File: config.mk
export PLATFORM = sky130hd
export DESIGN_NAME = miriscv_instr_bus_adapter
export DESIGN_NICKNAME = d
export VERILOG_FILES = /design/src/rtl/miriscv_pkg.sv /design/src/rtl/miriscv_instr_bus_adapter.sv
export SDC_FILE = /design/constraint.sdc
export NUM_CORES = 1
export LEC_CHECK = 0
export CAP_MARGIN = 20
export CORE_MARGIN = 5
export CORE_UTILIZATION = 43
export CTS_BUF_LIST = sky130_fd_sc_hd__clkbuf_8 sky130_fd_sc_hd__clkbuf_16
export CTS_CLUSTER_DIAMETER = 200
export CTS_CLUSTER_SIZE = 30
export DETAILED_ROUTE_END_ITERATION = 7
export GPL_ROUTABILITY_DRIVEN = 1
export GPL_TIMING_DRIVEN = 0
export PLACE_DENSITY = 0.81
export SYNTH_ARGS = -nofsm -noshare
export SYNTH_HDL_FRONTEND = slang
export SYNTH_SLANG_ARGS = --single-unit
File: constraint.sdc
create_clock -name clk_i -period 2.7 [get_ports clk_i]
set_clock_uncertainty 0.05 [all_clocks]
set_input_delay 0.54 -clock clk_i [delete_from_list [all_inputs] [get_ports clk_i]]
set_output_delay 0.54 -clock clk_i [all_outputs]
set_load 0.02 [all_outputs]
File: src/rtl/miriscv_pkg.sv
// Shared MiRiscV core definitions: datapath width, fetch bubble encoding and
// the instruction-bus adapter state type.
package miriscv_pkg;

    localparam int unsigned XLEN = 32;

    // addi x0, x0, 0 -- also used by the fetch unit as its bubble
    localparam logic [XLEN-1:0] NOP_INSTR = 32'h0000_0013;

    typedef enum logic [1:0] {
        IDLE        = 2'd0,
        WAIT_GNT    = 2'd1,
        WAIT_RVALID = 2'd2,
        DRAIN       = 2'd3
    } ibus_state_e;

endpackage

File: src/rtl/miriscv_instr_bus_adapter.sv
// Bridges the fetch unit's fixed-latency request port onto a req/gnt/rvalid
// instruction bus, one transaction in flight, with flush drop and response watchdog.
module miriscv_instr_bus_adapter
    import miriscv_pkg::*;
#(
    parameter int unsigned TIMEOUT_CYCLES = 64
) (
    input  logic            clk_i,
    input  logic            arstn_i,
    input  logic            core_req_i,
    input  logic [XLEN-1:0] core_addr_i,
    input  logic            flush_i,
    output logic            core_rvalid_o,
    output logic [XLEN-1:0] core_rdata_o,
    output logic            core_err_o,
    output logic            core_stall_o,
    output logic            mem_req_o,
    output logic [XLEN-1:0] mem_addr_o,
    input  logic            mem_gnt_i,
    input  logic            mem_rvalid_i,
    input  logic [XLEN-1:0] mem_rdata_i,
    input  logic            mem_err_i
);

    localparam int unsigned CNT_W = (TIMEOUT_CYCLES > 0) ? $clog2(TIMEOUT_CYCLES + 1) : 1;
    localparam logic [CNT_W-1:0] CNT_MAX  = CNT_W'(TIMEOUT_CYCLES);
    localparam logic [CNT_W-1:0] CNT_LAST = (TIMEOUT_CYCLES > 0) ? CNT_W'(TIMEOUT_CYCLES - 1) : '0;
    localparam logic             WDOG_EN  = (TIMEOUT_CYCLES > 0);

    ibus_state_e     state_q, state_d;
    logic [XLEN-1:0] addr_q, addr_d;
    logic [XLEN-1:0] rdata_q, rdata_d;
    logic [CNT_W-1:0] cnt_q, cnt_d;
    logic            drop_q, drop_d;
    logic            issue;
    logic            timeout_hit;

    // The counter is zero in the first WAIT_RVALID cycle, so the error fires
    // in the TIMEOUT_CYCLES-th cycle spent waiting.
    assign timeout_hit = WDOG_EN && (cnt_q == CNT_LAST);

    always_ff @(posedge clk_i) begin
        if (!arstn_i) begin
            state_q <= IDLE;
            addr_q  <= '0;
            rdata_q <= NOP_INSTR;
            cnt_q   <= '0;
            drop_q  <= 1'b0;
        end else begin
            state_q <= state_d;
            addr_q  <= addr_d;
            rdata_q <= rdata_d;
            cnt_q   <= cnt_d;
            drop_q  <= drop_d;
        end
    end

    always_comb begin
        state_d       = state_q;
        addr_d        = addr_q;
        rdata_d       = rdata_q;
        cnt_d         = cnt_q;
        drop_d        = drop_q;
        issue         = 1'b0;
        mem_req_o     = 1'b0;
        mem_addr_o    = addr_q;
        core_rvalid_o = 1'b0;
        core_err_o    = 1'b0;
        core_rdata_o  = rdata_q;

        case (state_q)
            IDLE: begin
                issue = core_req_i && !flush_i;
            end
            WAIT_GNT: begin
                mem_req_o = 1'b1;
                if (flush_i) begin
                    drop_d = 1'b1;
                end
                // A flush coinciding with the grant must also kill the response.
                if (mem_gnt_i) begin
                    cnt_d   = '0;
                    state_d = (drop_q || flush_i) ? DRAIN : WAIT_RVALID;
                end
            end
            WAIT_RVALID: begin
                if (mem_rvalid_i) begin
                    state_d = IDLE;
                    if (!flush_i) begin
                        core_rvalid_o = 1'b1;
                        core_rdata_o  = mem_rdata_i;
                        core_err_o    = mem_err_i;
                        rdata_d       = mem_rdata_i;
                        issue         = core_req_i;
                    end
                end else if (flush_i) begin
                    state_d = DRAIN;
                end else if (timeout_hit) begin
                    core_rvalid_o = 1'b1;
                    core_err_o    = 1'b1;
                    core_rdata_o  = NOP_INSTR;
                    rdata_d       = NOP_INSTR;
                    state_d       = DRAIN;
                end else if (cnt_q != CNT_MAX) begin
                    cnt_d = cnt_q + CNT_W'(1);
                end
            end
            DRAIN: begin
                if (mem_rvalid_i) begin
                    state_d = IDLE;
                end
            end
            default: begin
                state_d = IDLE;
            end
        endcase

        if (issue) begin
            mem_req_o  = 1'b1;
            mem_addr_o = core_addr_i;
            addr_d     = core_addr_i;
            drop_d     = 1'b0;
            cnt_d      = '0;
            state_d    = mem_gnt_i ? WAIT_RVALID : WAIT_GNT;
        end
    end

    assign core_stall_o = (state_q != IDLE) && !core_rvalid_o;

    a_no_stray_rvalid: assert property (@(posedge clk_i) disable iff (!arstn_i)
        (state_q == IDLE || state_q == WAIT_GNT) |-> !mem_rvalid_i);

    a_req_held: assert property (@(posedge clk_i) disable iff (!arstn_i)
        (mem_req_o && !mem_gnt_i) |=> (mem_req_o && $stable(mem_addr_o)));

endmodule
==> impl_metrics.toml <==
[run_status]
status = "finished, final reports clean"

[place]
hpwl_mm = 7.16
dpl_cell_area_um2 = 4770
io_buffers = 137
gp_congestion = 0.779
place_inst = 608

[yosys]
synthArstFlopShare = 0
yosysTopAreaCell = "dfxtp_1"
synth_top_area_frac = 0.453
avgSynthCellArea_um2 = 8.80
synth_area_leaders = "dfxtp_1 45%, mux2_2 11%, nand2_1 7.2%"
synthFlopType = "dfxtp_1"
synth_cells = 372
ys_warn_count = 0
ys_seq_elements = 74
synth_edf_count = 0
syn_area_um2 = 3270
yosys.cell_types.count = 39
yosys.area_share.simple = 0.196
synth_mux_area_frac = 0.120
ys_seq_area_frac = 0.453
synth_compound_area_frac = 0.167
synth.top_cells.by_count = "74 x dfxtp_1, 63 x nand2_1, 39 x a21oi_1, 34 x o21ai_0, 33 x and2_1"
yosysMostFrequentCell = "dfxtp_1"
synth_fp_nets = 449
synth_top_family_by_area = "simple AND/OR/NAND/NOR gates"
synth-xor-area-share = 0
synth-adder-area-share = 0.0229

[critical_path]
crit_fanout = 7
critPathCaptureType = "primary output"
worstSetupPathType = "in -> out"
required_ps = 2110
cp-start-kind = "input pin"
arrival_ps = 2050

[global_routing]
grt_pass1_vias = 3342
grt_usage = 0.201
grt_start_max_net_pins = 13
grt_pass1_wl_mm = 15.9
antenna_found_initial = 0
overflow = 0

[die]
initial_utilization = 0.446
rows = 31
die_w_um = 97.2
num_io_pins = 139
core_area_um2 = 7330
dieArea_um2 = 9450
dieHeight_um = 97.2

[flow_run]
maxCapViolCount = 0

[hold_path]
hp-class = "reg -> reg"

[timing]
fin_crit_ps = 2640
fin_crit_sh = 0.977
timing.final.hold_violations = 0
fmax_ghz = 0.379
rsz0062_at_grt = "yes"
setup_viol_count_final = 0
worst_pin_slew_ps = 695
slew_violations = 0
timing.setup.tns_ps = 0
slew_headroom = 0.537

[route]
dr_total_vias = 3217
antenna_left = 0
avgViaCountPerCell = 5.07
wirelength_mm = 9.80
wl_per_cell_um = 15.4
drt_iter0_drc = 100
first_pass_iters = 4
drc_errors = 0

[clocking]
cts_tree = "built"
cts-buffers-inserted = 9
path_clk_slew_ps = 80
clockBufferDepth = 2
h-tree-depth = 3
clockRootBuffer = "clkbuf_8"
cts.sinks = 74
clk_latency_ps = 340

[final_layout]
drive_gt1_frac = 0.317
final_cells = 635
areaGrowthSynthToFinish_pct = 57.0
final_cell_area_um2 = 5140
antennaDiodeCount = 0
nets = 610
fillers = 577

[power]
powerDensity_nw_per_um2 = 682
vdd_drop_max_uv = 362
power_mw = 3.50
p_leak_nw = 2.26
layout make-up:
class | count | area, um2 | area share
Multi-Input combinational cell | 268 | 1820 | 0.355
Tap cell | 99 | 124 | 0.0241
Clock buffer | 9 | 124 | 0.0241
Inverter | 8 | 32.5 | 0.00633
Buffer | 22 | 160 | 0.0312
Clock inverter | 5 | 33.8 | 0.00658
Timing Repair Buffer | 150 | 1340 | 0.261
Sequential cell | 74 | 1500 | 0.291
metrics by stage:
stage | utilization | setup WS, ps | hold WS (ps)
finish | 0.701 | 60.9 | 416
CTS | 0.698 | -106 | 420
floorplan | - | 349 | 387
detailed placement | 0.650 | -698 | 442
global placement | 0.650 | -714 | 404
global route | 0.701 | -11.9 | 431
flip-flops by register name (all words and copies together), names as in the netlist:
register,cells
rdata_q,32
drop_q,1
cnt_q,7
state_q,2
addr_q,32
cell families (layout without fill, tap and decap cells):
| group | count (synthesis) | after routing |
|---|---|---|
| adder cells (fa/ha/maj) | 6 | 6 |
| buffers and inverters | 30 | 194 |
| multiplexers | 35 | 35 |
| flip-flops | 74 | 74 |
| AO/OA/AOI/OAI | 95 | 95 |
| AND/OR/NAND/NOR | 132 | 132 |
routing by layer:
| metal | global-route usage | part of all wire | vias to the layer above |
|---|---|---|---|
| met2 | 0.346 | 0.48 | 134 |
| met4 | 0.0650 | 0.014 | 0 |
| met5 | 0 | 0 | - |
| met3 | 0.0761 | 0.090 | 15 |
| met1 | 0.230 | 0.42 | 1464 |
| li1 | - | - | 1604 |
worst paths after layout:
kind	startpoint	endpoint	slack, ps	cells after the start
min reg2reg	rdata_q[11]$_SDFF_PN0_	rdata_q[11]$_SDFF_PN0_	420	2
min	rdata_q[11]$_SDFF_PN0_	rdata_q[11]$_SDFF_PN0_	420	2
max	flush_i	mem_addr_o[5]	60	8
max reg2reg	state_q[0]$_SDFFE_PN0P_	cnt_q[4]$_SDFFE_PP0P_	710	7
critical path: stages:
cell and delay [ps]:
clkdlybuf4s15_1 260, nand2b_4 220, nor2_4 160, buf_12 140, buf_4 100, buf_6 110, mux2_2 340, buf_2 160
power by group:
part / internal [mW] / leakage, nW / switching (mW) / total, mW
registers: 1.19 / 0.604 / 0.0441 / 1.24
logic: 0.717 / 1.58 / 0.820 / 1.54
clock network: 0.321 / 0.0769 / 0.407 / 0.728
repair_timing:
item	CTS	global route
pin swaps	2	3
setup endpoints to repair	68	60
hold buffers	0	0
setup buffers	8	3
gates cloned	3	0
resized for setup	296	35
cell usage in the layout (no fill, tap or decap), types with 6 or more instances in the layout:
master,count
buf_6,10
buf_2,34
nor2_1,11
o21ai_1,9
a21oi_1,39
clkbuf_8,11
clkdlybuf4s15_2,22
dfxtp_1,70
clkdlybuf4s50_1,67
o21ai_2,17
o21ai_0,7
buf_4,13
and2_1,33
inv_1,6
clkbuf_1,7
mux2_2,30
nand2_1,63
dlygate4sd2_1,10
Power figures use the tool's default switching activity.
